`src/rtl/clk_period_meter_if.sv`:
```
`timescale 1ns/1ps
// Bundle of the sensed clock input and the measurement results of clk_period_meter.
// The meter is the slave side; whoever drives clk_sense and reads results is the master.
interface clk_period_meter_if #(
   parameter int WIDTH = 16
);
   logic             clk_sense;
   logic [WIDTH-1:0] period;
   logic [WIDTH-1:0] high_time;
   logic             meas_valid;
   logic             locked;
   logic             stalled;

   modport master (
      output clk_sense,
      input  period, high_time, meas_valid, locked, stalled
   );

   modport slave (
      input  clk_sense,
      output period, high_time, meas_valid, locked, stalled
   );
endinterface

```
`src/rtl/clk_period_meter.sv`:
```
`timescale 1ns/1ps
// Measures rise-to-rise period and rise-to-fall high time of a slow signal in clock_in
// cycles, flags a sustained in-tolerance period (locked) and a missing signal (stalled).
module clk_period_meter #(
   parameter int WIDTH    = 16,
   parameter int EXP_DIV  = 10,
   parameter int TOL      = 1,
   parameter int LOCK_CNT = 4
) (
   input  logic              clock_in,
   input  logic              reset,
   clk_period_meter_if.slave mon
);
   localparam int               MW        = $clog2(LOCK_CNT + 1);
   localparam logic [WIDTH:0]   LO_BOUND  = (EXP_DIV > TOL) ? (WIDTH+1)'(EXP_DIV - TOL) : '0;
   localparam logic [WIDTH:0]   HI_BOUND  = (WIDTH+1)'(EXP_DIV + TOL);
   localparam logic [WIDTH-1:0] CNT_MAX   = '1;
   localparam logic [MW-1:0]    LOCK_FULL = MW'(LOCK_CNT);

   typedef enum logic {WAIT_EDGE, MEASURE} state_t;

   state_t           state_q, state_d;
   logic             sync1_q, sync1_d;
   logic             s_sync_q, s_sync_d;
   logic             s_prev_q, s_prev_d;
   logic [WIDTH-1:0] cnt_q, cnt_d;
   logic [WIDTH-1:0] h_cap_q, h_cap_d;
   logic [MW-1:0]    mcount_q, mcount_d;
   logic [WIDTH-1:0] period_q, period_d;
   logic [WIDTH-1:0] high_time_q, high_time_d;
   logic             meas_valid_q, meas_valid_d;
   logic             locked_q, locked_d;
   logic             stalled_q, stalled_d;

   logic             rise;
   logic             fall;
   logic             match;
   logic [MW-1:0]    mcount_inc;

   assign rise       = s_sync_q & ~s_prev_q;
   assign fall       = ~s_sync_q & s_prev_q;
   // Widened by one bit so EXP_DIV+TOL cannot wrap at the top of the counter range.
   assign match      = ({1'b0, cnt_q} >= LO_BOUND) && ({1'b0, cnt_q} <= HI_BOUND);
   assign mcount_inc = (mcount_q == LOCK_FULL) ? LOCK_FULL : mcount_q + 1'b1;

   always_comb begin
      sync1_d      = mon.clk_sense;
      s_sync_d     = sync1_q;
      s_prev_d     = s_sync_q;
      state_d      = state_q;
      cnt_d        = cnt_q;
      h_cap_d      = h_cap_q;
      mcount_d     = mcount_q;
      period_d     = period_q;
      high_time_d  = high_time_q;
      meas_valid_d = 1'b0;
      locked_d     = locked_q;
      stalled_d    = stalled_q;

      case (state_q)
         WAIT_EDGE: begin
            if (rise) begin
               cnt_d     = {{(WIDTH-1){1'b0}}, 1'b1};
               stalled_d = 1'b0;
               state_d   = MEASURE;
            end
         end
         MEASURE: begin
            // A rise always closes the measurement, even when the counter is saturated.
            if (rise) begin
               period_d     = cnt_q;
               high_time_d  = h_cap_q;
               meas_valid_d = 1'b1;
               cnt_d        = {{(WIDTH-1){1'b0}}, 1'b1};
               if (match) begin
                  mcount_d = mcount_inc;
                  locked_d = (mcount_inc == LOCK_FULL);
               end else begin
                  mcount_d = '0;
                  locked_d = 1'b0;
               end
            end else if (cnt_q == CNT_MAX) begin
               stalled_d = 1'b1;
               locked_d  = 1'b0;
               mcount_d  = '0;
               state_d   = WAIT_EDGE;
            end else begin
               cnt_d = cnt_q + 1'b1;
               if (fall) begin
                  h_cap_d = cnt_q;
               end
            end
         end
      endcase
   end

   always_ff @(posedge clock_in or posedge reset) begin
      if (reset) begin
         state_q      <= WAIT_EDGE;
         sync1_q      <= 1'b0;
         s_sync_q     <= 1'b0;
         s_prev_q     <= 1'b0;
         cnt_q        <= '0;
         h_cap_q      <= '0;
         mcount_q     <= '0;
         period_q     <= '0;
         high_time_q  <= '0;
         meas_valid_q <= 1'b0;
         locked_q     <= 1'b0;
         stalled_q    <= 1'b0;
      end else begin
         state_q      <= state_d;
         sync1_q      <= sync1_d;
         s_sync_q     <= s_sync_d;
         s_prev_q     <= s_prev_d;
         cnt_q        <= cnt_d;
         h_cap_q      <= h_cap_d;
         mcount_q     <= mcount_d;
         period_q     <= period_d;
         high_time_q  <= high_time_d;
         meas_valid_q <= meas_valid_d;
         locked_q     <= locked_d;
         stalled_q    <= stalled_d;
      end
   end

   assign mon.period     = period_q;
   assign mon.high_time  = high_time_q;
   assign mon.meas_valid = meas_valid_q;
   assign mon.locked     = locked_q;
   assign mon.stalled    = stalled_q;

endmodule

```
`src/flat_wrapper.sv`:
```
// flat-port wrapper written by rule: the top's interface ports become plain ports
module clk_period_meter_flat 
#(
   parameter int WIDTH    = 16,
   parameter int EXP_DIV  = 10,
   parameter int TOL      = 1,
   parameter int LOCK_CNT = 4
)
  (clock_in, reset, mon_clk_sense, mon_period, mon_high_time, mon_meas_valid, mon_locked, mon_stalled);
  clk_period_meter_if #(.WIDTH(WIDTH)) mon_i ();
  input  logic clock_in;
  input  logic reset;
  input wire logic [$bits(mon_i.clk_sense)-1:0] mon_clk_sense;
  output wire logic [$bits(mon_i.period)-1:0] mon_period;
  output wire logic [$bits(mon_i.high_time)-1:0] mon_high_time;
  output wire logic [$bits(mon_i.meas_valid)-1:0] mon_meas_valid;
  output wire logic [$bits(mon_i.locked)-1:0] mon_locked;
  output wire logic [$bits(mon_i.stalled)-1:0] mon_stalled;
  assign mon_i.clk_sense = mon_clk_sense;
  assign mon_period = mon_i.period;
  assign mon_high_time = mon_i.high_time;
  assign mon_meas_valid = mon_i.meas_valid;
  assign mon_locked = mon_i.locked;
  assign mon_stalled = mon_i.stalled;
  clk_period_meter #(.WIDTH(WIDTH), .EXP_DIV(EXP_DIV), .TOL(TOL), .LOCK_CNT(LOCK_CNT)) u_core (.clock_in(clock_in), .reset(reset), .mon(mon_i));
endmodule
```
`config.mk`:
```
export PLATFORM = sky130hd
export DESIGN_NAME = clk_period_meter_flat
export DESIGN_NICKNAME = d
export VERILOG_FILES = /design/src/rtl/clk_period_meter_if.sv /design/src/rtl/clk_period_meter.sv /design/src/flat_wrapper.sv
export SDC_FILE = /design/constraint.sdc
export NUM_CORES = 1
export LEC_CHECK = 0
export CAP_MARGIN = 10
export CORE_MARGIN = 1.5
export CORE_UTILIZATION = 30
export DETAILED_ROUTE_END_ITERATION = 12
export SLEW_MARGIN = 20
export SYNTH_ARGS = -nofsm -noshare
export SYNTH_HDL_FRONTEND = slang
export SYNTH_SLANG_ARGS = --single-unit
```
`constraint.sdc`:
```
create_clock -name clock_in -period 4.4 [get_ports clock_in]
set_clock_uncertainty 0.2 [all_clocks]
set_input_delay 0.66 -clock clock_in [delete_from_list [all_inputs] [get_ports clock_in]]
set_output_delay 0.66 -clock clock_in [all_outputs]
set_load 0.02 [all_outputs]
```
==> reports/results.txt <==
status = finished clean
drt first pass iters = 4
Synth Register Bits = 74
min cycle time layout = 2939 ps
final setup margin = 1461 ps
final wirelength = 6.403 mm
Clock transition at path regs = 70 ps
post-synthesis sequential area ratio = 58.11%
Max Cap Violations = 0
clock sinks = 74
kind of critical path = reg2reg
core footprint = 10320 µm²
Die Width = 106.1 µm
standard-cell row count = 37
CTS tree = yes
Worst setup EP type = flop
Starting Density = 30.87%
Fin Setup TNS = 0 ps
Final period util = 66.81%
worst-case clock buffer depth = 2
sw frac = 25.00%
post-synthesis average cell area = 12.60 µm²
relative slew slack = 38.95%
largest vdd supply drop = 0.2412 mV
P_sw = 445.5 µW
vias per cell = 4.838
Critical Path RT = 4420 ps
area share of the largest cell type after synthesis = 58.11%
cell area after placement = 3685 µm²
synth unique cells = 46
startpoint types = flop
Slew Limit Fails = 0
fill count = 1015
Tot Pwr = 1782 µW
Final ANT Viol Nets = 0
Reg power frac = 45.7%
Multi-input gate area = 1220 µm²
worst-path fanout max = 16
RePlAce Congestion = 0.8566
vias in the first global route = 2077
global-route wire length before repair = 10.72 mm
Worst-Skew Late Latency = 350 ps
share of cells above drive strength 1 = 23.39%
Cell Pwr Density = 450.7 nW/µm²
hpwl dp = 4.253 mm
HP Class = reg2reg
Clock Root Buffer = clkbuf_8
Cell Area, Synth = 3187 µm²
CTS resizes = 0
Routed WL per cell = 14.86 µm
Setup Fix Bufs, Post-CTS = 0
clock power share = 38.9%
Area Overhead vs Synth = 24.07%
Ant. Diodes = 0
Syn Inst Count = 253
gr ovfl total = 0
die footprint = 11250 µm²
Internal Dissipation = 1337 µW
largest net degree at the start of global routing = 75
cell area after layout = 3954 µm²
CTS buffer count = 9
Die Ht = 106.1 µm
DP Worst Slack = 1519 ps
cts hold-fix bufs = 0
Arr. time, crit path = 2960 ps
1st-iter DRT viols = 83
# setup viols final = 0
htree depth = 3
Final nets = 298
initial antenna violation count = 0
all-layer global routing usage = 12.42%
part of the power in combinational logic = 15.4%
unrepaired setup endpoints after global routing = no
Pleak = 0.001805 µW
Vias = 2085
IO Pins = 38
syn_nets = 261
Area contributors post-synth = dfrtp_1 (58%), mux2_2 (14%), o21ai_0 (2.4%), ha_1 (2.0%), inv_1 (1.6%)
Hold Fails Final Rpt = 0
DR DRC count = 0
Reg area = 1852 µm²
final core utilization = 38.30%
Synth Warn # = 0
leading area contributor after synthesis = dfrtp_1
max frequency = 340.2 MHz
PortBufs = 37
worst slew pin tran = 915.8 ps
==> routing by layer <==
metal	routed length, µm	global-route usage, %	part of all wire, %
met5	0	0	0
met4	80	3.475	1.2
met3	366	4.476	5.7
met2	3123	19.81	49
met1	2833	15.90	44
==> worst paths after layout <==
check                                     start            endpoint  slack [ps]  depth (start not counted)
worst max-delay path            u_core.cnt_q[1]  u_core.h_cap_q[15]        1460                          6
worst min-delay path            u_core.s_sync_d     u_core.s_prev_d         160                          0
worst min register to register  u_core.s_sync_d     u_core.s_prev_d         160                          0
worst max register to register  u_core.cnt_q[1]  u_core.h_cap_q[15]        1460                          6
min in group asynchronous                 reset     u_core.cnt_q[7]         730                          3
max in group asynchronous                 reset    u_core.cnt_q[14]        2690                          3
==> metrics by stage <==
stage / std cells / hold slack, ps
after floorplan: 253 / 131.2
after global placement: 415 / 135.6
after detailed placement: 415 / 134.7
after CTS: 431 / 157.9
after global routing: 431 / 160.4
final: 431 / 156.0
==> registers in the layout, summed over array words and instances, names as in the netlist <==
register	flops
u_core.mcount_q	3
u_core.s_sync_d	1
u_core.cnt_q	16
u_core.mon.stalled	1
u_core.state_q	1
u_core.mon.locked	1
u_core.mon.period	16
u_core.mon.meas_valid	1
u_core.h_cap_q	16
u_core.s_prev_q	1
u_core.mon.high_time	16
u_core.s_prev_d	1
==> critical path, stage by stage (launching register included) <==
cell	delay (ps)
dfrtp_1	450
ha_1	210
nand3_1	380
o41ai_4	870
nor3b_2	130
buf_4	250
mux2_1	320
==> final cells by class <==
class / count / area share (%)
Timing Repair Buffer: 40 / 9.937
Sequential cell: 74 / 46.84
Clock buffer: 11 / 3.576
Multi-Input combinational cell: 151 / 30.85
Clock inverter: 5 / 3.165
Inverter: 14 / 1.329
Tap cell: 136 / 4.304
==> cells in the final DEF (no fill, tap or decap), types with 2 or more instances in the layout <==
cell	n
a21oi_1	9
a31oi_1	3
and4_1	2
buf_4	3
bufinv_16	4
clkbuf_8	10
clkdlybuf4s50_1	37
dfrtp_1	74
ha_1	5
inv_1	13
mux2_1	4
mux2_2	40
nand2_1	13
nand3_1	7
nand3b_1	2
nand4_1	3
nor2_1	2
nor3_1	6
nor4_1	2
o21ai_0	15
o22ai_1	2
o31ai_1	3
or3_1	7
or3_2	2
or4_1	4
==> power groups by stage <==
| stage | logic, µW | registers [µW] | clock network (µW) |
|---|---|---|---|
| 2_1_floorplan | 137 | 849 | 0 |
| 3_3_place_gp | 276 | 824 | 0 |
| 3_5_place_dp | 281 | 829 | 0 |
| 4_1_cts | 282 | 816 | 709 |
| 5_1_grt | 302 | 827 | 743 |
| 6_report | 275 | 814 | 693 |
==> kinds of logic after synthesis <==
family	share of synthesized area (%)
xor gates and xnor gates	0.2749
AOI/OAI and AO/OA	8.952
buffers and inverters	3.691
and+or+nand+nor	11.15
muxes	15.86
adders and majority gates	1.963
DFF	58.11
==> cells in the mapped netlist, drive strengths merged <==
cell and number:
a211oi 1, o21a 1, nor3b 1, and3 1
buf 6, a21oi 9, nor2 2, nor4 2
o22ai 2, mux2i 1, a31oi 3, and2 1
xnor2 1, dfrtp 74, o2111ai 1, nor2b 1
a311oi 1, a2111oi 1, mux2 44, and4 2
o41ai 2, ha 5, a21boi 1, or4b 1
or3 9, o311ai 1, nand2b 1, o31ai 3
or4 4, inv 14, o221a 1, nand3 7
nand4 5, clkbuf 8, nand2 13, o21ai 15
nor3 6, nand3b 2
(Power assumes the default switching activity.)
